==> src/rtl/store_monitor.sv <==
// store_monitor
//   Watches the CPU data-memory write port. It decides the program's pass/fail
//   outcome in hardware and buffers every observed store in a small trace FIFO.
//   A host or UART stage drains the FIFO over a valid/ready handshake.
//
//   Optional feature macro: STORE_MONITOR_TIMEOUT_EN
//     When defined, a cycle budget is enforced while in RUN.
//     When undefined, timeout is tied to 0.
//
// Ports
//   clk          in   system clock, rising edge
//   reset        in   asynchronous, active-high; clears all state
//   MemWrite     in   store strobe
//   DataAdr      in   [31:0] store address
//   WriteData    in   [31:0] store data
//   trace_valid  out  FIFO head holds an entry
//   trace_ready  in   consumer accepts the head entry
//   trace_adr    out  [31:0] head entry address
//   trace_data   out  [31:0] head entry data
//   trace_count  out  FIFO fill level, 0..DEPTH
//   done         out  FSM has left RUN
//   pass         out  FSM is in PASS
//   overflow     out  sticky: a store was dropped on a full FIFO
//   timeout      out  sticky: the cycle budget expired
//   o_dbg_state  out  [1:0] current FSM state (0 RUN, 1 PASS, 2 FAIL)
//
// Handshake: an entry transfers on a rising edge where trace_valid and
// trace_ready are both 1. While trace_valid=1 and no transfer happens,
// trace_adr/trace_data hold. trace_ready is ignored while the FIFO is empty.
module store_monitor #(
  parameter int          DEPTH          = 8,
  parameter logic [31:0] PASS_ADR       = 32'd100,
  parameter logic [31:0] PASS_DATA      = 32'd7,
  parameter logic [31:0] SCRATCH_ADR    = 32'd96,
  parameter int          TIMEOUT_CYCLES = 1000
) (
  input  logic                         clk,
  input  logic                         reset,
  input  logic                         MemWrite,
  input  logic [31:0]                  DataAdr,
  input  logic [31:0]                  WriteData,
  output logic                         trace_valid,
  input  logic                         trace_ready,
  output logic [31:0]                  trace_adr,
  output logic [31:0]                  trace_data,
  output logic [$clog2(DEPTH+1)-1:0]   trace_count,
  output logic                         done,
  output logic                         pass,
  output logic                         overflow,
  output logic                         timeout,
  output logic [1:0]                   o_dbg_state
);

  localparam int AW = $clog2(DEPTH);
  localparam int CW = $clog2(DEPTH+1);

  typedef enum logic [1:0] {
    ST_RUN  = 2'd0,
    ST_PASS = 2'd1,
    ST_FAIL = 2'd2
  } state_t;

  state_t          r_state;
  state_t          w_state_next;
  logic            w_timeout_set;

  logic [31:0]     r_mem_adr  [DEPTH];
  logic [31:0]     r_mem_data [DEPTH];
  logic [AW-1:0]   r_wr_ptr;
  logic [AW-1:0]   r_rd_ptr;
  logic [CW-1:0]   r_count;
  logic            r_overflow;
  logic            r_timeout;

  logic            w_store;
  logic            w_full;
  logic            w_pop;
  logic            w_push_ok;
  logic            w_drop;

  // Stores are only observed while the outcome is still undecided.
  assign w_store   = MemWrite && (r_state == ST_RUN);
  assign w_full    = (r_count == CW'(DEPTH));
  assign w_pop     = (r_count != '0) && trace_ready;
  // A simultaneous pop frees the slot, so a push into a full FIFO still lands.
  assign w_push_ok = w_store && (!w_full || w_pop);
  assign w_drop    = w_store && w_full && !w_pop;

`ifdef STORE_MONITOR_TIMEOUT_EN
  logic [31:0] r_cycle_cnt;
  logic [31:0] w_cycle_next;

  assign w_cycle_next = r_cycle_cnt + 32'd1;

  // Counts edges spent in RUN; frozen once a verdict is reached.
  always_ff @(posedge clk or posedge reset) begin
    if (reset) begin
      r_cycle_cnt <= '0;
    end else if (r_state == ST_RUN) begin
      r_cycle_cnt <= w_cycle_next;
    end
  end
`else
  logic w_unused_timeout_cfg;
  assign w_unused_timeout_cfg = ^(32'(TIMEOUT_CYCLES));
`endif

  // Verdict logic. A store event on an edge always wins over the budget.
  always_comb begin
    w_state_next  = r_state;
    w_timeout_set = 1'b0;
    if (r_state == ST_RUN) begin
      if (MemWrite) begin
        if ((DataAdr == PASS_ADR) && (WriteData == PASS_DATA)) begin
          w_state_next = ST_PASS;
        end else if (DataAdr != SCRATCH_ADR) begin
          w_state_next = ST_FAIL;
        end
      end
`ifdef STORE_MONITOR_TIMEOUT_EN
      else if (w_cycle_next >= 32'(TIMEOUT_CYCLES)) begin
        w_state_next  = ST_FAIL;
        w_timeout_set = 1'b1;
      end
`endif
    end
  end

  always_ff @(posedge clk or posedge reset) begin
    if (reset) begin
      r_state <= ST_RUN;
    end else begin
      r_state <= w_state_next;
    end
  end

  always_ff @(posedge clk or posedge reset) begin
    if (reset) begin
      r_overflow <= 1'b0;
      r_timeout  <= 1'b0;
    end else begin
      if (w_drop)        r_overflow <= 1'b1;
      if (w_timeout_set) r_timeout  <= 1'b1;
    end
  end

  // Storage needs no reset: the count alone defines which entries are live.
  always_ff @(posedge clk) begin
    if (w_push_ok) begin
      r_mem_adr[r_wr_ptr]  <= DataAdr;
      r_mem_data[r_wr_ptr] <= WriteData;
    end
  end

  always_ff @(posedge clk or posedge reset) begin
    if (reset) begin
      r_wr_ptr <= '0;
      r_rd_ptr <= '0;
      r_count  <= '0;
    end else begin
      if (w_push_ok) r_wr_ptr <= r_wr_ptr + AW'(1);
      if (w_pop)     r_rd_ptr <= r_rd_ptr + AW'(1);
      case ({w_push_ok, w_pop})
        2'b10:   r_count <= r_count + CW'(1);
        2'b01:   r_count <= r_count - CW'(1);
        default: r_count <= r_count;
      endcase
    end
  end

  assign trace_valid = (r_count != '0);
  assign trace_adr   = r_mem_adr[r_rd_ptr];
  assign trace_data  = r_mem_data[r_rd_ptr];
  assign trace_count = r_count;
  assign done        = (r_state != ST_RUN);
  assign pass        = (r_state == ST_PASS);
  assign overflow    = r_overflow;
  assign timeout     = r_timeout;
  assign o_dbg_state = r_state;

endmodule

==> config.mk <==
export PLATFORM = sky130hd
export DESIGN_NAME = store_monitor
export DESIGN_NICKNAME = d
export VERILOG_FILES = /design/src/rtl/store_monitor.sv
export SDC_FILE = /design/constraint.sdc
export NUM_CORES = 1
export LEC_CHECK = 0
export ABC_AREA = 1
export ABC_CLOCK_PERIOD_IN_PS = 8100
export BUFFER_PORTS_ARGS = -buffer_cell sky130_fd_sc_hd__buf_4
export CAP_MARGIN = 20
export CORE_MARGIN = 3
export CORE_UTILIZATION = 60
export CTS_CLUSTER_SIZE = 14
export DETAILED_ROUTE_END_ITERATION = 7
export PLACE_DENSITY = 0.86
export SETUP_SLACK_MARGIN = 0.4
export SYNTH_ARGS = -nofsm -noshare
export SYNTH_HDL_FRONTEND = slang
export SYNTH_SLANG_ARGS = --single-unit
==> constraint.sdc <==
create_clock -name clk -period 8.1 [get_ports clk]
set_input_delay 1.215 -clock clk [delete_from_list [all_inputs] [get_ports clk]]
set_output_delay 1.215 -clock clk [all_outputs]
set_load 0.1 [all_outputs]
# After elaboration in Yosys (flattened, before gate mapping)

Memories as Yosys holds them, arrays and structs flattened.
Cells that the tools add are included.

Flip-flop bits (word level): 13
Bits in writable memories: 512
Output and inout bits: 75
Word-level logic and storage cells: 38
Memories kept: 2

Memory list:

| name       | words | width | rd ports | clocked after memory_dff | wr ports | line | RTL |
|---|---|---|---|---|---|---|---|
| r_mem_adr  | 8     | 32    | 1        | 0                        | 1        | 67   | `logic [31:0] r_mem_adr [DEPTH];` |
| r_mem_data | 8     | 32    | 1        | 0                        | 1        | 68   | `logic [31:0] r_mem_data [DEPTH];` |

Add/sub/neg operators: 4
Equal/unequal tests: 7
Multiplexer cells: 5
Reduce and logical (&&, ||, !) cells: 15

Operators with widths:

| kind                                                                    | number |
|---|---|
| 32-bit by 3-bit equality test with 1-bit output (second input constant) | 1 |
| 32-bit by 7-bit equality test with 1-bit output (second input constant) | 1 |
| 32-bit by 7-bit != test with 1-bit output (second input constant)       | 1 |
| 4-bit case mux with 2 select lines                                      | 1 |
| 3-bit by 1-bit adder with 3-bit output (second input constant)          | 2 |
| 1-bit logical AND                                                       | 6 |
| 2-bit nonzero test                                                      | 3 |
| 4-bit by 1-bit adder with 4-bit output (second input constant)          | 1 |
| 2-bit by 1-bit equality test with 1-bit output (second input constant)  | 2 |
| 4-bit equality test (second input constant)                             | 1 |
| 2-bit two-way mux                                                       | 2 |
| 4-bit nonzero test                                                      | 1 |
| 4-bit by 1-bit subtractor with 4-bit output (second input constant)     | 1 |
| 3-bit AND reduction                                                     | 1 |
| 2-bit equality test (second input constant)                             | 1 |
| 1-bit zero test                                                         | 2 |
| 2-bit zero test                                                         | 1 |
| 1-bit two-way mux                                                       | 2 |
| 1-bit logical OR                                                        | 1 |

# Logic depth before layout (Yosys ltp)

Depth after elaboration: 6
Mapped depth: 14
Gate-level depth less buffers: 14

# Worst setup path before layout

No wires, ideal clock.

Path type: input to register
Start point: input trace_ready
End point: memory r_mem_adr[0][0] (enable)
Library setup time: 0.486 ns
Data arrival time: 4.473 ns
Path slack: 3.141 ns
Stages on the path: 5
Cell sequence: nor2_1 > nand3_1 > nand2_1 > or2_2 > nor2_1

Longest elaborated chain between the ends: 5

RTL lines:

| item                                    | line | RTL |
|---|---|---|
| start: declaration                      | 43   | `input logic trace_ready,` |
| 1-bit logical AND                       | 84   | `assign w_pop = (r_count != '0) && trace_ready;` |
| 1-bit logical OR                        | 86   | `assign w_push_ok = w_store && (!w_full \|\| w_pop);` |
| 1-bit logical AND                       | 86   |  |
| 1-bit two-way mux                       | 149  | `if (w_push_ok) begin` |
| 1-bit two-way mux (not written as such) | 150  | `r_mem_adr[r_wr_ptr] <= DataAdr;` |
| end: declaration                        | 67   |  |

Every way passes these cells.

# Worst setup path after layout

Start point: register r_rd_ptr[0]
End point: output trace_data[21]

Longest elaborated chain between the ends: 1

RTL lines:

| item                     | line | RTL |
|---|---|---|
| start: declaration       | 70   | `logic [AW-1:0] r_rd_ptr;` |
| start signal: assignment | 162  | `if (w_pop) r_rd_ptr <= r_rd_ptr + AW'(1);` |
| memory 8 x 32 bit        | n/a  |  |
| end: declaration         | 45   | `output logic [31:0] trace_data,` |

Every way passes these cells.

==> flow_metrics.py <==
metrics = {
    "synthesis": {
        "syn_area_um2": 20800,
        "synth_top_area_share_pct": 74.0,
        "yosysUniqueCellTypes": 22,
        "synth_seq_cells": 525,
        "synth_fp_nets": 1676,
        "yosys_warnings": 0,
        "synth_cells": 1605,
        "ys_seq_area_share_pct": 75.6,
        "netlist.top_cell.by_area": "edfxtp_1",
        "synth.area.top_cells": "edfxtp_1 74%, nor2_1 7.9%, o32ai_1 5.4%",
        "avgSynthCellArea_um2": 12.9,
    },
    "final_layout": {
        "final_util_pct": 69.9,
        "nFillCells": 2015,
        "finalNetCount": 1784,
        "drive_gt1_share_pct": 13.4,
        "multi_input_area_um2": 4550,
        "seq_area_um2": 15700,
        "syn2layout_area_growth_pct": 13.8,
        "layout_commonest_cell": "edfxtp_1",
        "layout_common_cells": "512 x edfxtp_1, 428 x nor2_1, 240 x nand2_1, 154 x buf_4, 131 x o21ai_0",
    },
    "sta": {
        "rsz0062_at_grt": "no",
        "drv_slew": 0,
        "hold_viol": 0,
        "max_freq_mhz": 179,
        "period_share_pct": 69.1,
        "setup_violations": 0,
        "finClkSkew_ps": 31.6,
        "worst_pin_slew_ps": 1160,
        "slew-limit-headroom_pct": 22.8,
        "finalSetupTns_ps": 0,
        "fin_crit_ps": 5600,
    },
    "clocking": {
        "postCtsSetupBuffers": 0,
        "path_clk_slew_ps": 60,
        "clock_sinks": 525,
        "insertion_delay_ps": 570,
        "cts_max_level": 2,
        "clockBufferDepth": 3,
        "cts.repair.resized": 0,
        "cts_tree": "done",
        "cts-root-buf": "clkbuf_16",
        "holdBufCountCts": 0,
        "cts_buffers": 48,
    },
    "route": {
        "viasPerCell": 6.20,
        "firstDrtPassIters": 6,
        "ant_nets": 0,
        "num_vias": 13600,
        "wl_per_cell_um": 21.6,
        "drt_iter0_markers": 1835,
        "wl_um": 47500,
        "drc": 0,
    },
    "grt": {
        "grt_pass1_vias": 13300,
        "track_usage_pct": 25.2,
        "globalRouteOverflowTotal": 0,
        "grt_first_pass_wirelength_um": 71900,
        "antenna_found_initial": 1,
        "grt_max_degree": 257,
    },
    "floorplan": {
        "coreArea_um2": 33800,
        "dieHeight_um": 192,
        "die_area_um2": 36900,
        "start_util_pct": 61.5,
        "io_pins": 143,
        "fp.dieW_um": 192,
        "rows": 67,
    },
    "outcome": {
        "status": "completed",
    },
    "worst_setup_path": {
        "crit_arrival_ps": 4380,
        "end_kind": "primary output",
        "r2r_start": "o_dbg_state[1]$_DFFE_PP0P_",
        "startpoint_type": "flop",
        "required_ps": 6880,
        "reg2reg_to": "r_mem_adr[5][27]$_DFFE_PP_",
        "path_class": "reg2out",
        "path_max_fanout": 106,
        "reg2reg_slack_ps": 4680,
        "reg2regPathDepth": 8,
    },
    "run": {
        "cap_violations": 0,
    },
    "worst_hold_path": {
        "worstHoldPathType": "reg2reg",
        "whs_path_depth": 1,
        "hold-path-endpoint": "overflow$_DFFE_PP0P_",
        "worstHoldStart": "overflow$_DFFE_PP0P_",
    },
    "place": {
        "detailedPlacementHpwl_um": 24100,
        "place.gp.congestion": 0.775,
        "place.port_buffers": 141,
    },
}
metrics by stage:
stage / hold slack, ps / area, um2 / cells / setup WS [ps]
after floorplan: 492 / 20800 / 1605 / 3140
after global placement: 473 / 22100 / 2109 / 3310
after detailed placement: 477 / 22100 / 2111 / 3230
after CTS: 501 / 23600 / 2197 / 2590
after global routing: 521 / 23600 / 2197 / 2230
final: 505 / 23600 / 2198 / 2500
Yosys cell counts, drive strengths merged:
cell / number
buf: 49
clkbuf: 50
clkinv: 1
conb: 1
dfrtp: 13
edfxtp: 512
ha: 3
inv: 20
mux2: 1
nand2: 240
nand3: 10
nand4: 4
nor2: 436
o21ai: 131
o21bai: 1
o32ai: 128
or2: 1
xor2: 4
state kept, by name, indices dropped and copies added, names as in the netlist:
register,count
r_mem_adr,256
o_dbg_state,2
trace_count,4
overflow,1
r_rd_ptr,3
r_wr_ptr,3
r_mem_data,256
per-layer routing:
layer  global-route usage [%]  up-vias  wire [um]
met2                     41.2      842      23500
met4                     10.1        2       1390
li1                         -     6017          -
met5                        0        -         13
met3                     4.45      110       4510
met1                     34.3     6649      18100
area by class of cell:
class	instances	area share, %
flip-flops and latches	525	66.5
multi-input cells	960	19.3
clock buffers	75	5.82
repair buffers	157	5.21
well taps	448	2.37
clock inverters	11	0.461
inverters	21	0.365
diodes	1	0.0106
how the worst max path moves through the flow:
stage	startpoint	end
4_1_cts	r_rd_ptr[0]$_DFFE_PP0P_	trace_data[21]
2_1_floorplan	trace_ready	r_mem_adr[0][0]$_DFFE_PP_
6_report	r_rd_ptr[0]$_DFFE_PP0P_	trace_data[21]
5_1_grt	r_rd_ptr[0]$_DFFE_PP0P_	trace_data[21]
3_5_place_dp	r_rd_ptr[0]$_DFFE_PP0P_	trace_adr[0]
3_3_place_gp	r_rd_ptr[0]$_DFFE_PP0P_	trace_adr[0]
critical path, cell delays in order (launching register included):
cell	delay, ps
dfrtp_4	820
buf_4	800
buf_4	930
o21ai_0	320
o32ai_1	250
nand2_1	110
nand2_1	140
buf_4	300
logic make-up after synthesis:
kind of cell               count (synthesis)  synth area share (%)
and+or+nand+nor                          691                  12.6
DFF                                      525                  75.6
AOI/OAI and AO/OA                        260                  8.59
buffers and inverters                    120                  2.77
xor gates and xnor gates                   4                 0.169
adders and majority gates                  3                 0.181
other                                      1                0.0181
muxes                                      1                0.0542
Power is not shown: default switching activity piles up to over one toggle a cycle in this logic, so the estimate is an artifact.
